==> config.mk <==
export PLATFORM = sky130hd
export DESIGN_NAME = hasti_timem_bridge_flat
export DESIGN_NICKNAME = d
export VERILOG_FILES = /design/src/rtl/hasti_timem_bridge_if.sv /design/src/rtl/hasti_timem_bridge.sv /design/src/flat_wrapper.sv
export SDC_FILE = /design/constraint.sdc
export NUM_CORES = 1
export LEC_CHECK = 0
export BUFFER_PORTS_ARGS = -buffer_cell sky130_fd_sc_hd__buf_2
export CORE_MARGIN = 3
export CORE_UTILIZATION = 40
export CTS_BUF_LIST = sky130_fd_sc_hd__clkbuf_16
export DETAILED_ROUTE_END_ITERATION = 8
export PLACE_DENSITY = 0.89
export SLEW_MARGIN = 20
export SYNTH_ARGS = -nofsm -noshare
export SYNTH_HDL_FRONTEND = slang
export SYNTH_SLANG_ARGS = --single-unit
==> constraint.sdc <==
create_clock -name hclk -period 1.6 [get_ports hclk]
set_input_delay 0.24 -clock hclk [delete_from_list [all_inputs] [get_ports hclk]]
set_output_delay 0.24 -clock hclk [all_outputs]
set_load 0.01 [all_outputs]
==> src/rtl/hasti_timem_bridge_if.sv <==
// hasti_timem_bridge_if: HASTI slave bus plus single-port memory side of the bridge.
interface hasti_timem_bridge_if;
  logic [31:0] haddr;
  logic        hwrite;
  logic [2:0]  hsize;
  logic [1:0]  htrans;
  logic [31:0] hwdata;
  logic [31:0] hrdata;
  logic        hready;
  logic        hresp;
  logic [31:0] mem_addr;
  logic        mem_read;
  logic        mem_write;
  logic [2:0]  mem_size;
  logic [31:0] mem_wdata;
  logic [31:0] mem_rdata;
  modport slave (
    input  haddr, hwrite, hsize, htrans, hwdata, mem_rdata,
    output hrdata, hready, hresp, mem_addr, mem_read, mem_write, mem_size, mem_wdata
  );
  modport master (
    output haddr, hwrite, hsize, htrans, hwdata, mem_rdata,
    input  hrdata, hready, hresp, mem_addr, mem_read, mem_write, mem_size, mem_wdata
  );
endinterface

==> src/rtl/hasti_timem_bridge.sv <==
// hasti_timem_bridge: HASTI slave to single-port TIMEM, with write registering, write->read stall and ERROR responses.
module hasti_timem_bridge #(
  parameter int MEM_ADDR_BITS = 14
) (
  input logic hclk,
  input logic hresetn,
  hasti_timem_bridge_if.slave bus
);
  typedef enum logic [2:0] {IDLE, RD, WR, WR_HOLD, ERR1, ERR2} state_t;
  state_t      state_q;
  logic [31:0] wr_addr_q;
  logic [2:0]  wr_size_q;
  logic        act, bad, rd_req, rdy;
  logic [31:0] sel_addr;
  always_comb begin
    act = bus.htrans inside {2'd2, 2'd3};
    bad = bus.hsize > 3'd2 || (bus.hsize == 3'd1 && bus.haddr[0]) || (bus.hsize == 3'd2 && bus.haddr[1:0] != 2'b00);
    rd_req = act && !bus.hwrite && !bad;
    // a pending write owns the port, so a read arriving in its data phase is stalled
    rdy = state_q == ERR1 ? 1'b0 : state_q == WR ? !rd_req : 1'b1;
    sel_addr = state_q == WR ? wr_addr_q : bus.haddr;
    bus.hready = rdy || !hresetn;
    bus.hresp = hresetn && (state_q == ERR1 || state_q == ERR2);
    bus.hrdata = (hresetn && state_q == RD) ? bus.mem_rdata : '0;
    bus.mem_write = hresetn && state_q == WR;
    bus.mem_read = hresetn && rdy && rd_req;
    bus.mem_addr = {sel_addr[31:MEM_ADDR_BITS], sel_addr[MEM_ADDR_BITS-1:0]};
    bus.mem_size = state_q == WR ? wr_size_q : bus.hsize;
    bus.mem_wdata = bus.hwdata;
  end
  always_ff @(posedge hclk) begin
    if (!hresetn) begin
      state_q <= IDLE;
      wr_addr_q <= '0;
      wr_size_q <= '0;
    end else if (state_q == ERR1) begin
      state_q <= ERR2;
    end else if (rdy && act) begin
      state_q <= bad ? ERR1 : bus.hwrite ? WR : RD;
      if (!bad && bus.hwrite) begin
        wr_addr_q <= bus.haddr;
        wr_size_q <= bus.hsize;
      end
    end else begin
      state_q <= state_q == WR ? WR_HOLD : IDLE;
    end
  end
endmodule

==> src/flat_wrapper.sv <==
// flat-port wrapper written by rule: the top's interface ports become plain ports
module hasti_timem_bridge_flat 
#(
  parameter int MEM_ADDR_BITS = 14
)
  (hclk, hresetn, bus_haddr, bus_hwrite, bus_hsize, bus_htrans, bus_hwdata, bus_mem_rdata, bus_hrdata, bus_hready, bus_hresp, bus_mem_addr, bus_mem_read, bus_mem_write, bus_mem_size, bus_mem_wdata);
  hasti_timem_bridge_if bus_i ();
  input logic hclk;
  input logic hresetn;
  input wire logic [$bits(bus_i.haddr)-1:0] bus_haddr;
  input wire logic [$bits(bus_i.hwrite)-1:0] bus_hwrite;
  input wire logic [$bits(bus_i.hsize)-1:0] bus_hsize;
  input wire logic [$bits(bus_i.htrans)-1:0] bus_htrans;
  input wire logic [$bits(bus_i.hwdata)-1:0] bus_hwdata;
  input wire logic [$bits(bus_i.mem_rdata)-1:0] bus_mem_rdata;
  output wire logic [$bits(bus_i.hrdata)-1:0] bus_hrdata;
  output wire logic [$bits(bus_i.hready)-1:0] bus_hready;
  output wire logic [$bits(bus_i.hresp)-1:0] bus_hresp;
  output wire logic [$bits(bus_i.mem_addr)-1:0] bus_mem_addr;
  output wire logic [$bits(bus_i.mem_read)-1:0] bus_mem_read;
  output wire logic [$bits(bus_i.mem_write)-1:0] bus_mem_write;
  output wire logic [$bits(bus_i.mem_size)-1:0] bus_mem_size;
  output wire logic [$bits(bus_i.mem_wdata)-1:0] bus_mem_wdata;
  assign bus_i.haddr = bus_haddr;
  assign bus_i.hwrite = bus_hwrite;
  assign bus_i.hsize = bus_hsize;
  assign bus_i.htrans = bus_htrans;
  assign bus_i.hwdata = bus_hwdata;
  assign bus_i.mem_rdata = bus_mem_rdata;
  assign bus_hrdata = bus_i.hrdata;
  assign bus_hready = bus_i.hready;
  assign bus_hresp = bus_i.hresp;
  assign bus_mem_addr = bus_i.mem_addr;
  assign bus_mem_read = bus_i.mem_read;
  assign bus_mem_write = bus_i.mem_write;
  assign bus_mem_size = bus_i.mem_size;
  assign bus_mem_wdata = bus_i.mem_wdata;
  hasti_timem_bridge #(.MEM_ADDR_BITS(MEM_ADDR_BITS)) u_core (.hclk(hclk), .hresetn(hresetn), .bus(bus_i));
endmodule
==> run metrics, run 1 <==
post-detailed-route wirelength per cell 14.6 µm; failing checks setup timing; syn nets 389; fillers 519; status complete, but fails checks; Cell Pwr Density 701 nW/µm²; skew final 0.00421 ns; Final ANT Viol Nets 0; Comb pwr share 0.257; Static Leak 1.97 nW; Layout Nets 514; top-count cell post-synth nand2_1; Critical Path Sink Type output port; max_cap viols 0; Clock Power Share 0.390; WP data arrival 1.63 ns; worst-path maximum fanout 6; RSZ-0062 raised after global routing true; Yosys top cell by area dfxtp_1; # clock sinks 38; initial antenna violation count 0; family with the most delay on the worst path simple AND/OR/NAND/NOR gates; worst setup margin -0.275 ns; DRC violation total after the first TritonRoute iteration 71; highest clock rate 533 MHz; CTS tree done; Async SR Flop Fraction 0; number of port buffers 141; GPL Wtd Cong 0.769; max incr delay on CP 0.31 ns; measured slew at the worst slew-check pin 0.328 ns; dpl cell area 3230 µm²; EDFF count, synth 0; largest net degree at the start of global routing 72; share of cells above drive strength 1 0.557; Worst-path clk slew 0.05 ns; Max VDD drop 0.586 mV; die height 87.4 µm; yosys warns 0; cts hold-fix bufs 0; Die W 87.4 µm; setup TNS -14.55 ns; CTS Buffer Depth 2; Sw Share 0.240; total gr overflow 0; Syn Area/Cell 9.30 µm²; Power, Total 2.79 mW; worst path bufs/invs 2; Yosys reg bits 38; Final min period 1.87 ns; final core occ 0.623; num rows 29; final instance area 3980 µm²; Yosys top cell area share 0.287; area grow syn2layout 50.2%; cell breakdown of the critical path nand2b_4 -> or2_4 -> clkbuf_16 -> mux2_4 -> buf_6; pre-CTS WS -0.0320 ns; Post-Syn Instances 285; Total Wirelength 7.10 mm; slowest CP cell dfxtp_1; All-Layer GR Usage 0.159; top cells by count, synth 71 x nand2_1, 38 x dfxtp_1, 34 x mux2i_1; Final Hold Vio Count 0; final period utilization 1.17; via count 2347; vias in the first global route 2140; Skew-Pair Late Insertion Delay 0.28 ns; Power Internal 2.12 mW; Ports 207; Netlist cell types 29; Root Buffer clkbuf_16; endpoints failing setup 70; HP Class in2reg; critical path class reg2out; die area 7640 µm²; DP Wirelength 4.58 mm; CTS HTree Levels 2; Cell Area, Synth 2650 µm²; wire length of the first global-routing pass 9.69 mm; n_diodes 0; WP data required 1.36 ns; multi-input logic area 1540 µm²; Initial Util 0.415; TritonCTS Buffers 5; register area 763 µm²; register area share after synthesis 0.287; DR DRC count 0; Slew Viols, Final 0; Slew headroom 0.781; Most used DFF post-synth dfxtp_1; sequential fraction of design power 0.352; kind of launch point of the worst setup path flop; core area 6390 µm²; ranking of synthesized cells by area dfxtp_1 29%, mux2_4 16%, mux2i_1 13%; Vias/cell 4.81; P_sw 669 µW; Pre-antenna DRT Iters 4
==> power groups by stage <==
stage | Sequential [mW] | Clock, mW | Combinational (mW)
finish | 0.984 | 1.09 | 0.719
CTS | 0.982 | 1.12 | 0.647
detailed placement | 1.00 | 0 | 0.550
global placement | 1.00 | 0 | 0.535
global route | 0.986 | 1.16 | 0.771
floorplan | 1.00 | 0 | 0.401
==> final timing paths <==
check	cells past startpoint	from	slack, ns	endpoint
worst min-delay path	3	bus_haddr[31]	0.22	u_core.wr_addr_q[31]
worst min register to register	2	u_core.wr_size_q[2]	0.43	u_core.wr_size_q[2]
worst max register to register	8	u_core.state_q[2]	0	u_core.wr_addr_q[14]
worst max-delay path	5	u_core.state_q[2]	-0.27	bus_mem_addr[0]
==> cells in the final DEF (no fill, tap or decap), types with 2 or more instances in the layout <==
master     netlist  final
buf_6            5     45
nand2_1         71     71
buf_4           32      7
dfxtp_1         38     36
dfxtp_2          0      2
buf_12           3      6
inv_1            1      3
clkbuf_16        0     13
mux2i_2          0      2
mux2i_1         34     32
mux2_2           7      7
mux2_4          28     28
and2_1          32     28
and2_4           0      4
nor2_1           5      5
nor3_2           2      2
buf_2            1    102
a21oi_1          2      2
==> metrics by stage <==
| step | instances | hold WS [ns] |
|---|---|---|
| after detailed placement | 464 | 0.422 |
| after global routing | 488 | 0.223 |
| after floorplan | 285 | 0.381 |
| after CTS | 474 | 0.210 |
| final | 488 | 0.216 |
| after global placement | 464 | 0.413 |
==> cell families (layout without fill, tap and decap cells) <==
kind of cell	after synthesis	count (layout)	share of synthesized area
DFF	38	38	0.287
and+or+nand+nor	119	119	0.222
AOI/OAI and AO/OA	7	7	0.0226
buffers and inverters	52	178	0.152
muxes	69	69	0.317
==> worst min-delay path: cells and delay by family <==
family | cells | cell delay, ns
buffers and inverters | 1 | 0.10
muxes | 1 | 0.05
and+or+nand+nor | 1 | 0.05
==> timing repair <==
action                                  in CTS  in global routing
pin swaps                                    1                  3
endpoints found under the setup margin      68                 76
resized for setup                           38                 19
gates cloned                                 1                 10
setup buffers                                1                  4
==> layer usage <==
| layer | track usage | part of all wire |
|---|---|---|
| met5 | 0 | 0 |
| met4 | 0.0404 | 0.013 |
| met3 | 0.0482 | 0.072 |
| met2 | 0.288 | 0.52 |
| met1 | 0.180 | 0.40 |
==> state kept, by name (all words and copies together), names as in the netlist <==
register,flops
u_core.state_q,3
u_core.wr_addr_q,32
u_core.wr_size_q,3
==> final cells by class <==
cell class | instances | share of cell area
Tap cell | 77 | 0.0242
Sequential cell | 38 | 0.192
Clock inverter | 3 | 0.00943
Timing Repair Buffer | 169 | 0.356
Multi-Input combinational cell | 195 | 0.386
Clock buffer | 5 | 0.0314
Inverter | 1 | 0.000943
Note: power is estimated with default switching activity, not from simulation.
==> run 2: changes to the inputs <==
==> constraint.sdc (replaced) <==
create_clock -name hclk -period 1.75 [get_ports hclk]
set_input_delay 0.2625 -clock hclk [delete_from_list [all_inputs] [get_ports hclk]]
set_output_delay 0.2625 -clock hclk [all_outputs]
set_load 0.01 [all_outputs]
==> run 2 against run 1 <==
- the run still ends with setup timing left
- count of clock-buffer cells in the layout unchanged
- worst hold slack improved by 0.022 ns
- sequential cell count unchanged
- global-route usage decreased by 0.48 points
- sequential share of layout area increased by 1.0 points
- worst setup slack improved by 0.12 ns
- final area decreased by 5.0%
- non-clock buffer count decreased by 9
- sequential power decreased by 8.4%
- cell count decreased by 1.8%
- register-to-register slack improved by 0.21 ns
- largest cell class unchanged
- largest power group is now sequential cells
- highest routed layer unchanged
==> run metrics, run 2 (same netlist as run 1, synthesis figures left out) <==
Power Internal 1.77 mW (-17%); RSZ-0062 raised after global routing true; cts hold-fix bufs 0 (unchanged); n_diodes 0 (unchanged); GPL Wtd Cong 0.751 (-2.3%); number of port buffers 141 (unchanged); fillers 529 (+1.9%); DR DRC count 0 (unchanged); Initial Util 0.415 (unchanged); CTS Buffer Depth 2 (unchanged); die area 7640 µm² (unchanged); Pre-antenna DRT Iters 4 (unchanged); highest clock rate 525 MHz; Critical Path Sink Type output port; area grow syn2layout 42.7%; CTS tree done; dpl cell area 3200 µm² (-0.85%); worst-path maximum fanout 10 (+4); final period utilization 1.09; Total Wirelength 6.85 mm (-3.5%); via count 2309 (-1.6%); met1 WL 2.77 mm (-2.1%); Ports 207 (unchanged); Skew-Pair Late Insertion Delay 0.28 ns (about the same); # clock sinks 38 (unchanged); DRC violation total after the first TritonRoute iteration 52 (-27%); largest net degree at the start of global routing 69 (-4.2%); worst setup margin -0.153 ns (+0.122 ns); Cell Pwr Density 627 nW/µm² (-11%); All-Layer GR Usage 0.154 (-0.00480); WP data required 1.49 ns (+0.13 ns); max reg flops 32 (unchanged); HP Class in2reg; Worst-path clk slew 0.06 ns (about the same); family with the most delay on the worst path simple AND/OR/NAND/NOR gates; failing checks setup timing; setup TNS -6.24 ns (+8.31 ns); critical path class reg2out; status complete, but fails checks; final core occ 0.592 (-0.0310); worst path bufs/invs 2 (unchanged); Final Hold Vio Count 0 (unchanged); pre-CTS WS 0.0562 ns (+0.0882 ns); WL met3 447 µm (-12%); Max VDD drop 0.538 mV (-8.3%); kind of launch point of the worst setup path flop; wire length of the first global-routing pass 9.39 mm (-3.1%); R2R Setup Slk 0.21 ns (+0.21 ns); final non-filler cell total 479 (-1.8%); measured slew at the worst slew-check pin 0.629 ns (+0.301 ns); max incr delay on CP 0.32 ns (about the same); share of cells above drive strength 1 0.545 (-0.0124); Root Buffer clkbuf_16; top layer in use met4; Comb pwr share 0.262 (+0.005); Top Registers u_core.wr_addr_q (32), u_core.state_q (3), u_core.wr_size_q (3); met2 wire len 3.44 mm (-6.2%); sequential fraction of design power 0.380 (+0.028); Clock Power Share 0.358 (-0.032); max_cap viols 0 (unchanged); CTS HTree Levels 2 (unchanged); WP data arrival 1.64 ns (about the same); Die W 87.4 µm (unchanged); most frequent cells in the layout 99 x buf_2, 71 x nand2_1, 46 x buf_6; post-detailed-route wirelength per cell 14.3 µm (-1.7%); Power, Total 2.37 mW (-15%); worst hold slack 0.239 ns (+0.0224 ns); TritonCTS Buffers 5 (unchanged); num rows 29 (unchanged); P_sw 604 µW (-9.8%); Top reg by flops u_core.wr_addr_q; Layout Nets 505 (-1.8%); skew final 0.00354 ns (-0.000677 ns); Cell Count Post-Placement 462 (-0.43%); endpoints failing setup 68 (-2.9%); Static Leak 1.87 nW (-5.2%); die height 87.4 µm (unchanged); initial antenna violation count 0 (unchanged); Slew Viols, Final 0 (unchanged); slowest CP cell dfxtp_2; Slew headroom 0.581 (-0.200); vias in the first global route 2120 (-0.93%); DP Wirelength 4.54 mm (-0.81%); cell breakdown of the critical path nand2b_4 -> or2_4 -> buf_12 -> mux2_4 -> buf_6; Final ANT Viol Nets 0 (unchanged); core area 6390 µm² (unchanged); Final min period 1.90 ns; Sw Share 0.255 (+0.0149); Vias/cell 4.82 (+0.23%); total gr overflow 0 (unchanged); final instance area 3780 µm² (-5.0%); commonest non-fill, non-tap cell in the layout buf_2
[run 2: cell count changes in the layout (fill, tap and decap cells not counted), sizes merged]
cell,delta
clkinv,+2
bufinv,-1
buf,-4
inv,-1
clkbuf,-5
[run 2: power by group through the flow]
stage / combinational (mW) / sequential, mW / clock, mW
6_report: 0.620 / 0.901 / 0.850
5_1_grt: 0.666 / 0.903 / 0.922
4_1_cts: 0.585 / 0.901 / 0.886
3_5_place_dp: 0.491 / 0.918 / 0
3_3_place_gp: 0.479 / 0.916 / 0
2_1_floorplan: 0.367 / 0.917 / 0
[run 2: timing repair]
action / 4_1_cts / 5_1_grt
buffers inserted: 1 / 2
endpoints found under the setup margin: 41 / 68
resized for setup: 41 / 15
pin swaps: 0 / 1
gates cloned: 1 / 5
[run 2: worst register-to-register path, cell delays in order, from the launching register on]
cell,delay (ns)
dfxtp_2,0.32
buf_4,0.14
nor3b_1,0.15
buf_4,0.15
nor3_4,0.26
buf_12,0.22
mux2i_1,0.23
[run 2: cell type report]
cell class | instances | area, µm² | share of cell area
clock buffer | 5 | 125 | 0.0331
clock inverter | 3 | 12.5 | 0.00331
inverter | 1 | 3.75 | 0.000992
multi-input combinational | 195 | 1520 | 0.402
sequential | 38 | 763 | 0.202
tap | 77 | 96.3 | 0.0255
timing repair buffer | 160 | 1260 | 0.333
[run 2: path summary, 6_finish.rpt]
| kind | start | endpoint | depth (start not counted) |
|---|---|---|---|
| max | u_core.state_q[2] | bus_mem_addr[20] | 5 |
| min | bus_haddr[20] | u_core.wr_addr_q[20] | 3 |
| max reg2reg | u_core.state_q[2] | u_core.wr_addr_q[30] | 6 |
| min reg2reg | u_core.wr_size_q[2] | u_core.wr_size_q[2] | 2 |
[run 2: layer usage]
layer  GRT usage  vias up
li1            -     1133
met1       0.176     1052
met4      0.0642        0
met2       0.272       99
met3      0.0369       25
met5           0        -
